==> src/rtl/result_sel_stage.sv <==
// EX->MEM writeback-result selector: picks one of NSRC unit results by select code,
// waits on multi-cycle sources, and holds the result under a valid/ready handshake.
module result_sel_stage #(
  parameter int WIDTH = 32,
  parameter int NSRC  = 4,
  parameter int SELW  = 2,
  parameter int CNTW  = 16
) (
  input  logic                  clk,
  input  logic                  rst,
  input  logic                  in_valid,
  output logic                  in_ready,
  input  logic [SELW-1:0]       in_sel,
  input  logic [NSRC*WIDTH-1:0] src_data,
  input  logic [NSRC-1:0]       src_ready,
  input  logic                  flush,
  output logic                  out_valid,
  input  logic                  out_ready,
  output logic [WIDTH-1:0]      out_data,
  output logic [SELW-1:0]       out_sel,
  output logic                  out_err,
  output logic [CNTW-1:0]       wait_cnt
);

  typedef enum logic [1:0] {S_EMPTY, S_WAIT, S_FULL} state_t;

  state_t              r_state, w_next;
  logic [SELW-1:0]     r_wsel;
  logic [WIDTH-1:0]    r_data;
  logic [SELW-1:0]     r_sel;
  logic                r_err;
  logic [CNTW-1:0]     r_cnt;

  logic                w_sel_ok;
  logic                w_new_rdy;
  logic [WIDTH-1:0]    w_new_data;
  logic                w_wait_rdy;
  logic [WIDTH-1:0]    w_wait_data;
  logic                w_in_ready;
  logic                w_accept;
  logic                w_load_new;
  logic                w_load_wait;

  // Codes beyond NSRC have no source; extend by one bit so the compare is never trivial.
  assign w_sel_ok = ({1'b0, in_sel} < (SELW+1)'(NSRC));

  // Two independent muxes: one for the incoming request, one for the latched WAIT select.
  always_comb begin
    w_new_rdy   = 1'b0;
    w_new_data  = '0;
    w_wait_rdy  = 1'b0;
    w_wait_data = '0;
    for (int k = 0; k < NSRC; k++) begin
      if (in_sel == SELW'(k)) begin
        w_new_rdy  = src_ready[k];
        w_new_data = src_data[k*WIDTH +: WIDTH];
      end
      if (r_wsel == SELW'(k)) begin
        w_wait_rdy  = src_ready[k];
        w_wait_data = src_data[k*WIDTH +: WIDTH];
      end
    end
  end

  // State register
  always_ff @(posedge clk) begin
    if (rst) r_state <= S_EMPTY;
    else     r_state <= w_next;
  end

  // Next-state logic; flush wins over everything except reset
  always_comb begin
    w_next = r_state;
    if (flush) begin
      w_next = S_EMPTY;
    end else begin
      unique case (r_state)
        S_EMPTY: begin
          if (w_accept) w_next = (!w_sel_ok || w_new_rdy) ? S_FULL : S_WAIT;
        end
        S_WAIT: begin
          if (w_wait_rdy) w_next = S_FULL;
        end
        S_FULL: begin
          if (w_accept)       w_next = (!w_sel_ok || w_new_rdy) ? S_FULL : S_WAIT;
          else if (out_ready) w_next = S_EMPTY;
        end
        default: w_next = S_EMPTY;
      endcase
    end
  end

  // Output / control decode
  always_comb begin
    w_in_ready  = !flush && ((r_state == S_EMPTY) || ((r_state == S_FULL) && out_ready));
    w_accept    = in_valid && w_in_ready;
    w_load_new  = w_accept && (!w_sel_ok || w_new_rdy);
    w_load_wait = (r_state == S_WAIT) && !flush && w_wait_rdy;
  end

  always_ff @(posedge clk) begin
    if (rst) begin
      r_wsel <= '0;
    end else if (w_accept && w_sel_ok && !w_new_rdy) begin
      r_wsel <= in_sel;
    end
  end

  // Output register only moves on a load; flush leaves the last values in place.
  always_ff @(posedge clk) begin
    if (rst) begin
      r_data <= '0;
      r_sel  <= '0;
      r_err  <= 1'b0;
    end else if (w_load_new) begin
      r_data <= w_sel_ok ? w_new_data : '0;
      r_sel  <= in_sel;
      r_err  <= !w_sel_ok;
    end else if (w_load_wait) begin
      r_data <= w_wait_data;
      r_sel  <= r_wsel;
      r_err  <= 1'b0;
    end
  end

  always_ff @(posedge clk) begin
    if (rst) begin
      r_cnt <= '0;
    end else if ((r_state == S_WAIT) && (r_cnt != {CNTW{1'b1}})) begin
      r_cnt <= r_cnt + 1'b1;
    end
  end

  assign in_ready  = w_in_ready;
  assign out_valid = (r_state == S_FULL);
  assign out_data  = r_data;
  assign out_sel   = r_sel;
  assign out_err   = r_err;
  assign wait_cnt  = r_cnt;

endmodule

==> config.mk <==
export PLATFORM = sky130hd
export DESIGN_NAME = result_sel_stage
export DESIGN_NICKNAME = d
export VERILOG_FILES = /design/src/rtl/result_sel_stage.sv
export SDC_FILE = /design/constraint.sdc
export NUM_CORES = 1
export LEC_CHECK = 0
export BUFFER_PORTS_ARGS = -buffer_cell sky130_fd_sc_hd__buf_2
export CORE_MARGIN = 1.5
export CORE_UTILIZATION = 45
export CTS_CLUSTER_DIAMETER = 40
export CTS_CLUSTER_SIZE = 14
export DETAILED_ROUTE_END_ITERATION = 10
export PLACE_DENSITY = 0.77
export SYNTH_ARGS = -nofsm -noshare
export SYNTH_HDL_FRONTEND = slang
export SYNTH_SLANG_ARGS = --single-unit
==> constraint.sdc <==
create_clock -name clk -period 2.5 [get_ports clk]
set_clock_uncertainty 0.15 [all_clocks]
set_input_delay 0.25 -clock clk [delete_from_list [all_inputs] [get_ports clk]]
set_output_delay 0.25 -clock clk [all_outputs]
set_load 0.03 [all_outputs]
==> run summary <==
Hold Path Class = in -> reg
Antenna Violating Nets Remaining = 0
Drt total wl = 12700 µm
Worst reg-to-reg path cell count = 6
RSZ-0062 raised after global routing = no
Adder-cell share of the synthesized area = 0.00290
Slew @ Worst Pin = 916 ps
Max-cap violation count = 0
Overall Global Routing Usage = 0.241
Number of synthesized register bits = 54
Area leader, netlist = mux4_2
P&R area growth vs syn = 26.2%
Clk pin slew, worst setup/hold paths = 100 ps
EDFF count, synth = 0
CP Data Required Time = 2560 ps
Largest family of logic cells by synthesized area = multiplexers
Synth Cell Area = 4320 µm²
Num rows = 35
Hpwl dp = 9910 µm
Clock tree buffer depth = 2
DIE AREA = 10200 µm²
R2r startpoint = r_state[1]
Syn nets = 534
Initial antenna violation count = 0
Clk root buf = clkbuf_8
Gpl congestion = 0.801
Post-synthesis mux area share = 0.355
Worst vdd ir = 0.268 mV
Vias in the first global route = 4036
DRT iter0 DRCs = 139
Synth top area share = 0.339
Crit. Startpoint = r_state[1]
Worst slew margin = 0.390
WL/cell = 18.2 µm
CTS tree = built
Vias post-DR = 4129
Global route overflow = 0
Lkg Pwr = 0.00212 µW
Critical path type = reg -> reg
Number of distinct library cells after synthesis = 50
Min Tclk post-route = 2330 ps
Critical R2R Capture = out_data[19]
Sink Count = 54
Primary FF master, synth = dfxtp_1
DRT Pass-1 Iters = 4
I/O pins = 192
Crit path DAT = 2390 ps
Final Cycle Share = 0.930
Final hold violations = 0
CP endpoint = out_data[19]
Post-synthesis simple-gate area fraction = 0.161
Compound-Gate Fraction of Synth Area = 0.151
PortBufs = 190
Pwr/cell area = 386 nW/µm²
Share of cells above drive strength 1 = 0.557
Ys async rst share = 0
Fmax = 0.430 GHz
Largest net degree at the start of global routing = 39
# DRC = 0
NumNets Final = 708
Flop2flop setup slack = 170 ps
Die Width = 101 µm
Crit-path max FO = 28
Status = completed
TNS Setup = 0 ps
First-pass GRT wire length = 19300 µm
CTS H-tree depth = 2
Setup violations, final = 0
Antenna cells = 0
Vias/cell = 5.92
Initial core utilization = 0.465
Syn Inst Count = 394
# resized after CTS = 0
Most area-consuming cells after synthesis = mux4_2 34%, dfxtp_1 25%, a311oi_2 10%
Post-layout util = 0.587
Slew Viols, Final = 0
Die height = 101 µm
Post-synthesis sequential area ratio = 0.250
Clock latency on the worst-skew pair = 310 ps
Crit start category = register
CTS buffer count = 5
CP Capture Type = register
YS warnings = 0
Core Area = 9280 µm²
Post-Synth XOR/XNOR Area = 0.0183
Avg Cell Area, Syn = 11.0 µm²
==> final cells by class <==
class | instances | area [µm²]
Fill cell | 847 | 3830
Multi-Input combinational cell | 296 | 3000
Sequential cell | 54 | 1080
Timing Repair Buffer | 202 | 1080
Tap cell | 129 | 161
Clock buffer | 6 | 82.6
Inverter | 9 | 33.8
Clock inverter | 2 | 12.5
==> layer usage <==
layer	GRT usage	vias to the layer above	routed length, µm
li1	-	1894	-
met1	0.284	2033	4730
met2	0.432	179	6700
met3	0.0555	23	977
met4	0.0823	0	269
met5	0	-	0
==> cells in the final DEF (no fill, tap or decap), drive strengths merged <==
master    count
a2111oi       2
a211oi        6
a21o          2
a21oi         5
a221oi        1
a311oi       29
and2          2
and2b         1
and4          2
buf         202
clkbuf        6
clkinv        1
clkinvlp      1
conb          1
dfxtp        54
ha            1
inv           9
mux2i         7
mux4         65
nand2        61
nand2b        2
nand3         9
nand4         6
nand4b        1
nor2         52
nor2b         1
nor3          6
nor3b         1
nor4          4
o211ai        2
o21ai         6
o22ai         5
o31ai         2
or3           3
or4           2
xnor2         2
xor2          7
==> how the worst min path moves through the flow <==
stage | startpoint | to | cells after the start
after global placement | out_data[27] | out_data[27] | 2
after CTS | flush | r_state[0] | 2
after detailed placement | out_data[26] | out_data[26] | 2
after floorplan | flush | r_state[1] | 1
final | flush | r_state[0] | 2
after global routing | flush | r_state[0] | 2
==> synthesized netlist by cell type, types with 3 or more instances <==
cell type,count
o21ai_0,4
nor2_1,51
mux4_2,65
clkbuf_1,10
nor3_1,5
a21oi_1,3
nand2_1,61
nor4_1,3
buf_2,9
o22ai_1,5
a311oi_2,29
dfxtp_1,54
inv_1,9
buf_4,9
buf_6,5
xor2_1,7
mux2i_1,7
or3_1,3
nand3_1,9
nand4_1,5
a211oi_1,4
==> sequential cells by signal, summed over array words and instances, names as in the netlist <==
signal / flops
out_sel: 2
wait_cnt: 16
r_state: 2
out_data: 32
r_wsel: 2
==> stage by stage <==
| stage | area [µm²] | setup WS, ps | total power (µW) | instances | hold WS (ps) |
|---|---|---|---|---|---|
| after floorplan | 4320 | 476 | 1390 | 394 | 177 |
| after global placement | 5350 | 298 | 1600 | 689 | 295 |
| after detailed placement | 5350 | 176 | 1610 | 689 | 308 |
| after CTS | 5440 | 148 | 2120 | 697 | 57.1 |
| after global routing | 5450 | 103 | 2200 | 698 | 61.3 |
| final | 5450 | 174 | 2100 | 698 | 72.3 |
==> critical path, stage by stage, from the launching register on <==
cell and delay [ps]:
dfxtp_1 370, nand2b_2 270, nor4_2 580, a21o_1 140, buf_4 300, nand2_1 120, a311oi_2 290
==> power by group <==
group / switching [µW] / internal (µW) / total, µW
sequential: 27.4 / 901 / 929
clock: 286 / 223 / 510
combinational: 336 / 330 / 666
==> repair_timing <==
action | CTS | global route
hold buffers | 0 | 0
setup endpoints to repair | 0 | 3
endpoints found under the hold margin | 0 | 0
setup buffers | 0 | 0
==> kinds of logic after synthesis <==
family	after synthesis
compound gates	59
xor+xnor	9
fa+ha+maj	1
buf+inv	45
flops	54
mux	72
other cells	1
simple gates	153
Power figures use the tool's default switching activity.
